==> src/rtl/mem_arbiter.sv <==
// Two-requester arbiter/sequencer for a single-port synchronous memory (active-low WE, 1-cycle registered read).
// Latency: grant and memory command are combinational; read data returns with rvalidX one cycle after the accept.
// Backpressure: a requester holds its request until gntX; an owner under lock blocks the other for at most LOCK_MAX accesses.
// Build option MEM_ARB_FIXED_PRIO_EN: requester 0 always wins simultaneous IDLE requests (no round-robin pointer).
module mem_arbiter #(
    parameter int ADDR_WIDTH = 2,
    parameter int WORD_WIDTH = 8,
    parameter int LOCK_MAX   = 4
) (
    input  logic                  clk,
    input  logic                  rst,
    input  logic                  req0,
    input  logic                  lock0,
    input  logic                  we0,
    input  logic [ADDR_WIDTH-1:0] adrs0,
    input  logic [WORD_WIDTH-1:0] wdata0,
    output logic                  gnt0,
    output logic                  rvalid0,
    output logic [WORD_WIDTH-1:0] rdata0,
    input  logic                  req1,
    input  logic                  lock1,
    input  logic                  we1,
    input  logic [ADDR_WIDTH-1:0] adrs1,
    input  logic [WORD_WIDTH-1:0] wdata1,
    output logic                  gnt1,
    output logic                  rvalid1,
    output logic [WORD_WIDTH-1:0] rdata1,
    output logic                  mem_we_n,
    output logic [ADDR_WIDTH-1:0] mem_adrs,
    output logic [WORD_WIDTH-1:0] mem_d_in,
    input  logic [WORD_WIDTH-1:0] mem_q
);

    localparam int CNT_W = $clog2(LOCK_MAX + 1);
    localparam logic [CNT_W-1:0] CNT_LAST = CNT_W'(LOCK_MAX - 1);
    localparam logic [CNT_W-1:0] CNT_ONE  = CNT_W'(1);

    typedef enum logic [1:0] {
        IDLE = 2'd0,
        OWN0 = 2'd1,
        OWN1 = 2'd2
    } state_t;

    state_t           state, state_nxt;
    logic [CNT_W-1:0] lock_cnt, lock_cnt_nxt;

`ifndef MEM_ARB_FIXED_PRIO_EN
    logic rr_ptr;
`endif

    // State and lock counter register
    always_ff @(posedge clk or posedge rst) begin
        if (rst) begin
            state    <= IDLE;
            lock_cnt <= '0;
        end else begin
            state    <= state_nxt;
            lock_cnt <= lock_cnt_nxt;
        end
    end

    // Grant selection and ownership transitions; nothing is granted while reset is held
    always_comb begin
        gnt0         = 1'b0;
        gnt1         = 1'b0;
        state_nxt    = state;
        lock_cnt_nxt = lock_cnt;
        if (!rst) begin
            case (state)
                IDLE: begin
                    if (req0 && req1) begin
`ifdef MEM_ARB_FIXED_PRIO_EN
                        gnt0 = 1'b1;
`else
                        gnt0 = ~rr_ptr;
                        gnt1 = rr_ptr;
`endif
                    end else begin
                        gnt0 = req0;
                        gnt1 = req1;
                    end
                    // A lock ceiling of one means a lock can never extend ownership
                    if (LOCK_MAX > 1) begin
                        if (gnt0 && lock0) begin
                            state_nxt    = OWN0;
                            lock_cnt_nxt = CNT_ONE;
                        end else if (gnt1 && lock1) begin
                            state_nxt    = OWN1;
                            lock_cnt_nxt = CNT_ONE;
                        end
                    end
                end
                OWN0: begin
                    gnt0 = req0;
                    if (req0) begin
                        if (!lock0 || lock_cnt == CNT_LAST) begin
                            state_nxt    = IDLE;
                            lock_cnt_nxt = '0;
                        end else begin
                            lock_cnt_nxt = lock_cnt + CNT_ONE;
                        end
                    end else if (!lock0) begin
                        state_nxt    = IDLE;
                        lock_cnt_nxt = '0;
                    end
                end
                OWN1: begin
                    gnt1 = req1;
                    if (req1) begin
                        if (!lock1 || lock_cnt == CNT_LAST) begin
                            state_nxt    = IDLE;
                            lock_cnt_nxt = '0;
                        end else begin
                            lock_cnt_nxt = lock_cnt + CNT_ONE;
                        end
                    end else if (!lock1) begin
                        state_nxt    = IDLE;
                        lock_cnt_nxt = '0;
                    end
                end
                default: begin
                    state_nxt    = IDLE;
                    lock_cnt_nxt = '0;
                end
            endcase
        end
    end

`ifndef MEM_ARB_FIXED_PRIO_EN
    // Round-robin pointer favours the requester that did not win the last accept
    always_ff @(posedge clk or posedge rst) begin
        if (rst) begin
            rr_ptr <= 1'b0;
        end else if (gnt0) begin
            rr_ptr <= 1'b1;
        end else if (gnt1) begin
            rr_ptr <= 1'b0;
        end
    end
`endif

    // Memory command follows the granted requester; idle bus is a benign read of address 0
    always_comb begin
        mem_we_n = 1'b1;
        mem_adrs = '0;
        mem_d_in = '0;
        if (gnt0) begin
            mem_we_n = ~we0;
            mem_adrs = adrs0;
            mem_d_in = wdata0;
        end else if (gnt1) begin
            mem_we_n = ~we1;
            mem_adrs = adrs1;
            mem_d_in = wdata1;
        end
    end

    // Read-return tags: one-cycle pulse marking whose read the memory is returning
    always_ff @(posedge clk or posedge rst) begin
        if (rst) begin
            rvalid0 <= 1'b0;
            rvalid1 <= 1'b0;
        end else begin
            rvalid0 <= gnt0 & ~we0;
            rvalid1 <= gnt1 & ~we1;
        end
    end

    assign rdata0 = rvalid0 ? mem_q : '0;
    assign rdata1 = rvalid1 ? mem_q : '0;

endmodule

==> config.mk <==
export PLATFORM = sky130hd
export DESIGN_NAME = mem_arbiter
export DESIGN_NICKNAME = d
export VERILOG_FILES = /design/src/rtl/mem_arbiter.sv
export SDC_FILE = /design/constraint.sdc
export NUM_CORES = 1
export LEC_CHECK = 0
export BUFFER_PORTS_ARGS = -buffer_cell sky130_fd_sc_hd__buf_4
export CAP_MARGIN = 20
export CORE_UTILIZATION = 36
export DETAILED_ROUTE_END_ITERATION = 12
export HOLD_SLACK_MARGIN = 0.05
export PLACE_DENSITY = 0.9
export SLEW_MARGIN = 20
export SYNTH_ARGS = -nofsm -noshare
export SYNTH_HDL_FRONTEND = slang
export SYNTH_SLANG_ARGS = --single-unit
==> constraint.sdc <==
create_clock -name clk -period 2.4 [get_ports clk]
set_input_delay 0.72 -clock clk [delete_from_list [all_inputs] [get_ports clk]]
set_output_delay 0.72 -clock clk [all_outputs]
set_load 0.005 [all_outputs]
==> run summary, run 1 <==
status: completed
Final Max Tran Viols: 0
fin crit period: 2.373 ns
Synth Area per Inst: 9.288 um^2
# DRC: 0
initial antenna violation count: 0
# rows: 15
post-synth top area share: 0.2763
Yosys warnings: 0
vias in the first global route: 808
area grow syn2layout: 84.46%
core area: 1802 um^2
WS Path Type: input pin to output pin
PwrDens: 497.9 nW/um^2
post-synthesis async set-or-reset flop share: 1.000
M1 GR Usage: 0.2577
CTS Buf Count: 3
Post-DP HPWL: 2000 um
CP required: 1.68 ns
effective utilization at floorplan: 0.4021
All-Layer GR Usage: 0.2401
Clock Pin Slew Worst Setup and Hold Paths: 0.05 ns
Finished Core Util: 0.7417
Max-slew headroom: 0.7489
die area: 2196 um^2
static leakage: 0.6873 nW
Final Setup Violations: 0
port buffer count: 66
CTS Sinks: 8
placed cell area: 1257 um^2
Critical Path Fanout Max: 7
Hold Buf Count CTS: 0
drt total wl: 2964 um
max_cap viols: 0
clock latency on the worst-skew pair: 0.27 ns
placed cells: 170
ys flop type: dfrtp_1
Hold Path Class: flop to flop
DR vias/cell: 5.545
Nets: 191
register bit total from synthesis: 8
sequential area share after synthesis: 0.2763
Final Cell Area: 1336 um^2
CTS tree: done
critical path arrival: 1.65 ns
total gr overflow: 0
first-pass GRT wire length: 3588 um
post-synth cell types: 36
Final Skew: 0.008091 ns
cells after synthesis: 78
Top Usage Layer GRT: met2
worst slew pin tran: 0.3766 ns
share of cells above drive strength 1: 0.5497
mapped cell area: 724.4 um^2
I/O Pins: 67
critical path capture point type: output pin
Syn Nets: 116
period utilization: 0.9887
Post-synth EDFFs: 0
Longest Clk Path Bufs: 2
Via Count: 976
met3 Use GR: 0.04231
IR drop worst, VDD: 0.0004124 V
Max Clock Freq: 421.4 MHz
top post-synthesis cells by area: dfrtp_1, and2_1, a22o_1, o41ai_4, ha_1
top post-synthesis cells by count: and2_1, a22o_1, dfrtp_1, inv_1, nand2_1
Synth area leader: dfrtp_1
clock root buffer: clkbuf_4
largest net degree at the start of global routing: 15
endpoints failing hold: 0
DRT Pass-1 Iters: 4
routed len/inst: 16.84 um
drt initial violations: 33
fin cells: 176
Die Y: 46.86 um
CP Launch Type: input pin
most frequent cell after synthesis: and2_1
Post-DRT Antenna Nets: 0
ANT cells: 0
die width: 46.86 um
GPL Wtd Cong: 0.8443
CTS H-Tree Depth: 1
met2 GRT Util: 0.4472
[area by class of cell]
| type | instances | area, um^2 |
|---|---|---|
| tap | 25 | 31.28 |
| inverter | 7 | 26.28 |
| sequential | 8 | 200.2 |
| multi-input combinational | 61 | 503.0 |
| timing repair buffer | 72 | 553.0 |
| fill | 132 | 465.4 |
| clock buffer | 3 | 22.52 |
[sequential cells by signal (all words and copies together) (netlist names)]
name / count
state: 2
rvalid0: 1
rvalid1: 1
rr_ptr: 1
lock_cnt: 3
[per-layer routing]
metal	vias to the layer above	wire length [um]
met1	448	1004
met3	10	286
met2	78	1602
met5	-	0
li1	440	-
met4	0	70
[cells by family after synthesis]
kind of cell / synth area share
mux: 0.02763
simple gates: 0.3057
buf+inv: 0.06907
flops: 0.2763
fa+ha+maj: 0.03454
compound gates: 0.2867
[worst paths after layout]
| check | from | end | slack (ns) | cells past startpoint |
|---|---|---|---|---|
| worst max-delay path | req1 | mem_d_in[1] | 0.03 | 5 |
| worst min register to register | lock_cnt[2]$_DFFE_PP0P_ | lock_cnt[2]$_DFFE_PP0P_ | 0.53 | 2 |
| worst max register to register | state[1]$_DFFE_PP0P_ | lock_cnt[0]$_DFFE_PP0P_ | 0.81 | 4 |
| max in group asynchronous | rst | lock_cnt[1]$_DFFE_PP0P_ | 1.70 | 3 |
| worst min-delay path | lock_cnt[2]$_DFFE_PP0P_ | lock_cnt[2]$_DFFE_PP0P_ | 0.53 | 2 |
| min in group asynchronous | rst | rr_ptr$_DFFE_PP0P_ | 0.54 | 3 |
[critical path, stage by stage]
cell and delay, ns:
buf_4 0.10, nand2b_4 0.08, o2111a_2 0.33, a22o_1 0.28
buf_4 0.15
[placed cells by master, fill, tap and decap left out, types with 2 or more instances in the layout]
cell,synthesis,final
inv_1,6,6
nand4b_1,2,2
nand2b_1,2,2
clkbuf_4,0,3
buf_4,1,71
nand2_1,3,3
dfrtp_1,8,8
nor3_4,0,2
and2_1,16,16
ha_1,2,2
a22o_1,10,10
mux2i_1,2,2
[where the power goes]
part	switching, mW	internal, mW
Combinational	0.156	0.196
Sequential	0.0391	0.163
Clock	0.0532	0.0577
[timing repair]
action,in CTS,in global routing
buffers inserted,2,0
resized for setup,2,1
setup endpoints to repair,12,11
pin swaps,1,1
gates cloned,0,1
endpoints found under the hold margin,0,0
[stage by stage]
step           hold WS [ns]  total power, mW    TNS, ns  setup slack, ns
6_report             0.5326           0.6653          0          0.02717
4_1_cts              0.5018           0.6365          0          0.04164
5_1_grt              0.5546           0.7034  -0.004912        -0.004406
3_5_place_dp         0.5237           0.5058     -2.055          -0.1916
2_1_floorplan        0.4899           0.3565          0           0.1294
3_3_place_gp         0.5006           0.4903     -1.575          -0.1425
Power figures use the tool's default switching activity.
==> run 2: changes to the inputs <==
Settings changed: CORE_UTILIZATION 36 to 39, PLACE_DENSITY 0.9 to 0.95, RECOVER_POWER set to 25.
Clock period 2.4 ns to 2.8 ns, I/O delays scaled along.
==> run 2 against run 1 <==
Compared with the run above:
- sequential share of layout area grew 0.96 points
- utilization shrank 1.4 points
- combinational power shrank 28%
- highest routed layer unchanged
==> run summary, run 2 (synthesized netlist as in run 1, its figures left out) <==
Max Clock Freq: 371.0 MHz
max reg flops: 3 (unchanged)
FILL cells: 137 (+3.8%)
Final Max Tran Viols: 0 (unchanged)
FF-to-FF Start: state[1]$_DFFE_PP0P_
largest net degree at the start of global routing: 15 (unchanged)
CP required: 1.96 ns (+0.28 ns)
I/O Pins: 67 (unchanged)
Reg2Reg Setup Slack: 1.30 ns (+0.49 ns)
core area: 1727 um^2 (-4.2%)
clock root buffer: clkbuf_4
CTS H-Tree Depth: 1 (unchanged)
DRT Pass-1 Iters: 4 (unchanged)
routed len/inst: 14.50 um (-14%)
register with the most flip-flops: lock_cnt
GPL Wtd Cong: 0.8939 (+5.9%)
Final Setup Violations: 0 (unchanged)
total gr overflow: 0 (unchanged)
CP Launch Type: input pin
R2R depth: 4 (unchanged)
All-Layer GR Usage: 0.2569 (+0.01684)
fin cells: 170 (-3.4%)
Max-slew headroom: 0.6080 (-0.1409)
total negative slack: 0 ns (unchanged)
Nets: 185 (-3.1%)
Final Cell Area: 1256 um^2 (-6.0%)
# DRC: 0 (unchanged)
RSZ-0062 raised after global routing: no
IR drop worst, VDD: 0.0002811 V (-32%)
Post-DP HPWL: 2053 um (+2.6%)
Final Skew: 0.007789 ns (-0.0003018 ns)
CTS tree: done
critical path capture point type: output pin
die area: 2034 um^2 (-7.4%)
effective utilization at floorplan: 0.4196 (+0.01748)
vias in the first global route: 834 (+3.2%)
worst slew pin tran: 0.5880 ns (+0.2114 ns)
critical path arrival: 1.86 ns (+0.21 ns)
Via Count: 901 (-7.7%)
Clock Pin Slew Worst Setup and Hold Paths: 0.05 ns (about the same)
Longest Clk Path Bufs: 2 (unchanged)
CTS Sinks: 8 (unchanged)
die width: 45.10 um (-3.8%)
share of cells above drive strength 1: 0.5172 (-0.03243)
Hold Path Class: flop to flop
most frequent cells in the layout: buf_4, and2_1, a22o_1
fin crit period: 2.696 ns
status: completed
reg2reg end: lock_cnt[0]$_DFFE_PP0P_
Hold Buf Count CTS: 0 (unchanged)
placed cell area: 1235 um^2 (-1.8%)
static leakage: 0.6464 nW (-5.9%)
Fin Hold WS: 0.5273 ns (-0.005297 ns)
ANT cells: 0 (unchanged)
first-pass GRT wire length: 3657 um (+1.9%)
area grow syn2layout: 73.40%
CP Launch Point: req0
Post-CTS Resized: 1 (-1)
Post-DRT Antenna Nets: 0 (unchanged)
endpoints failing hold: 0 (unchanged)
clock latency on the worst-skew pair: 0.27 ns (about the same)
PwrDens: 415.3 nW/um^2 (-17%)
max_cap viols: 0 (unchanged)
WS Path Type: input pin to output pin
CTS Buf Count: 3 (unchanged)
CP endpoint: mem_d_in[4]
# rows: 15 (unchanged)
period utilization: 0.9627
Regs by FF count: lock_cnt: 3 flops, state: 2 flops
DR vias/cell: 5.300 (-4.4%)
Post-CTS Setup Inserts: 0 (-2)
initial antenna violation count: 0 (unchanged)
drt total wl: 2465 um (-17%)
Die Y: 45.10 um (-3.8%)
placed cells: 167 (-1.8%)
port buffer count: 66 (unchanged)
most common cell after layout, fill and taps aside: buf_4
drt initial violations: 20 (-39%)
Critical Path Fanout Max: 13 (+6)
-- run 2: cell types whose count changed in the layout (fill, tap and decap cells not counted), sizes merged --
cell    previous run  this run
buf               72        65
o2111a             2         1
clkbuf             3         5
-- run 2: worst max-delay path, stage by stage --
cell,delay [ns]
buf_4,0.13
inv_1,0.07
nor3_1,0.08
nor3_4,0.41
a22o_1,0.22
buf_4,0.11
-- run 2: metrics by stage --
step	utilization	setup slack, ns	power [mW]
2_1_floorplan	-	0.2894	0.3055
3_3_place_gp	0.7152	-0.003120	0.4120
3_5_place_dp	0.7152	-0.06691	0.4279
4_1_cts	0.7319	0.1172	0.5257
5_1_grt	0.7275	0.006069	0.5654
6_report	0.7275	0.1045	0.5217
-- run 2: final cells by class --
| type | count | area [um^2] | share of cell area |
|---|---|---|---|
| repair buffers | 67 | 495.5 | 0.3944 |
| clock buffers | 3 | 22.52 | 0.01793 |
| well taps | 25 | 31.28 | 0.02490 |
| flip-flops and latches | 8 | 200.2 | 0.1594 |
| multi-input cells | 60 | 480.5 | 0.3825 |
| inverters | 7 | 26.28 | 0.02092 |
-- run 2: layer usage --
metal  wire [um]  track usage  part of all wire
met2        1332       0.4841              0.54
met5           0            0                 0
met3         204      0.05600             0.083
met4          59       0.1394             0.024
met1         868       0.2575              0.35
-- run 2: report_power, final --
part / internal, mW / switching (mW)
Combinational: 0.145 / 0.108
Sequential: 0.140 / 0.0361
Clock: 0.0493 / 0.0438
Total: 0.334 / 0.188
-- run 2: worst min-delay path by stage --
| stage | start | end | slack, ns | cells past startpoint |
|---|---|---|---|---|
| 6_report | lock_cnt[1]$_DFFE_PP0P_ | lock_cnt[1]$_DFFE_PP0P_ | 0.53 | 2 |
| 3_5_place_dp | lock_cnt[1]$_DFFE_PP0P_ | lock_cnt[1]$_DFFE_PP0P_ | 0.53 | 2 |
| 5_1_grt | lock_cnt[1]$_DFFE_PP0P_ | lock_cnt[1]$_DFFE_PP0P_ | 0.57 | 2 |
| 3_3_place_gp | lock_cnt[2]$_DFFE_PP0P_ | lock_cnt[2]$_DFFE_PP0P_ | 0.50 | 2 |
| 4_1_cts | lock_cnt[1]$_DFFE_PP0P_ | lock_cnt[1]$_DFFE_PP0P_ | 0.54 | 2 |
| 2_1_floorplan | lock_cnt[2]$_DFFE_PP0P_ | lock_cnt[2]$_DFFE_PP0P_ | 0.49 | 2 |
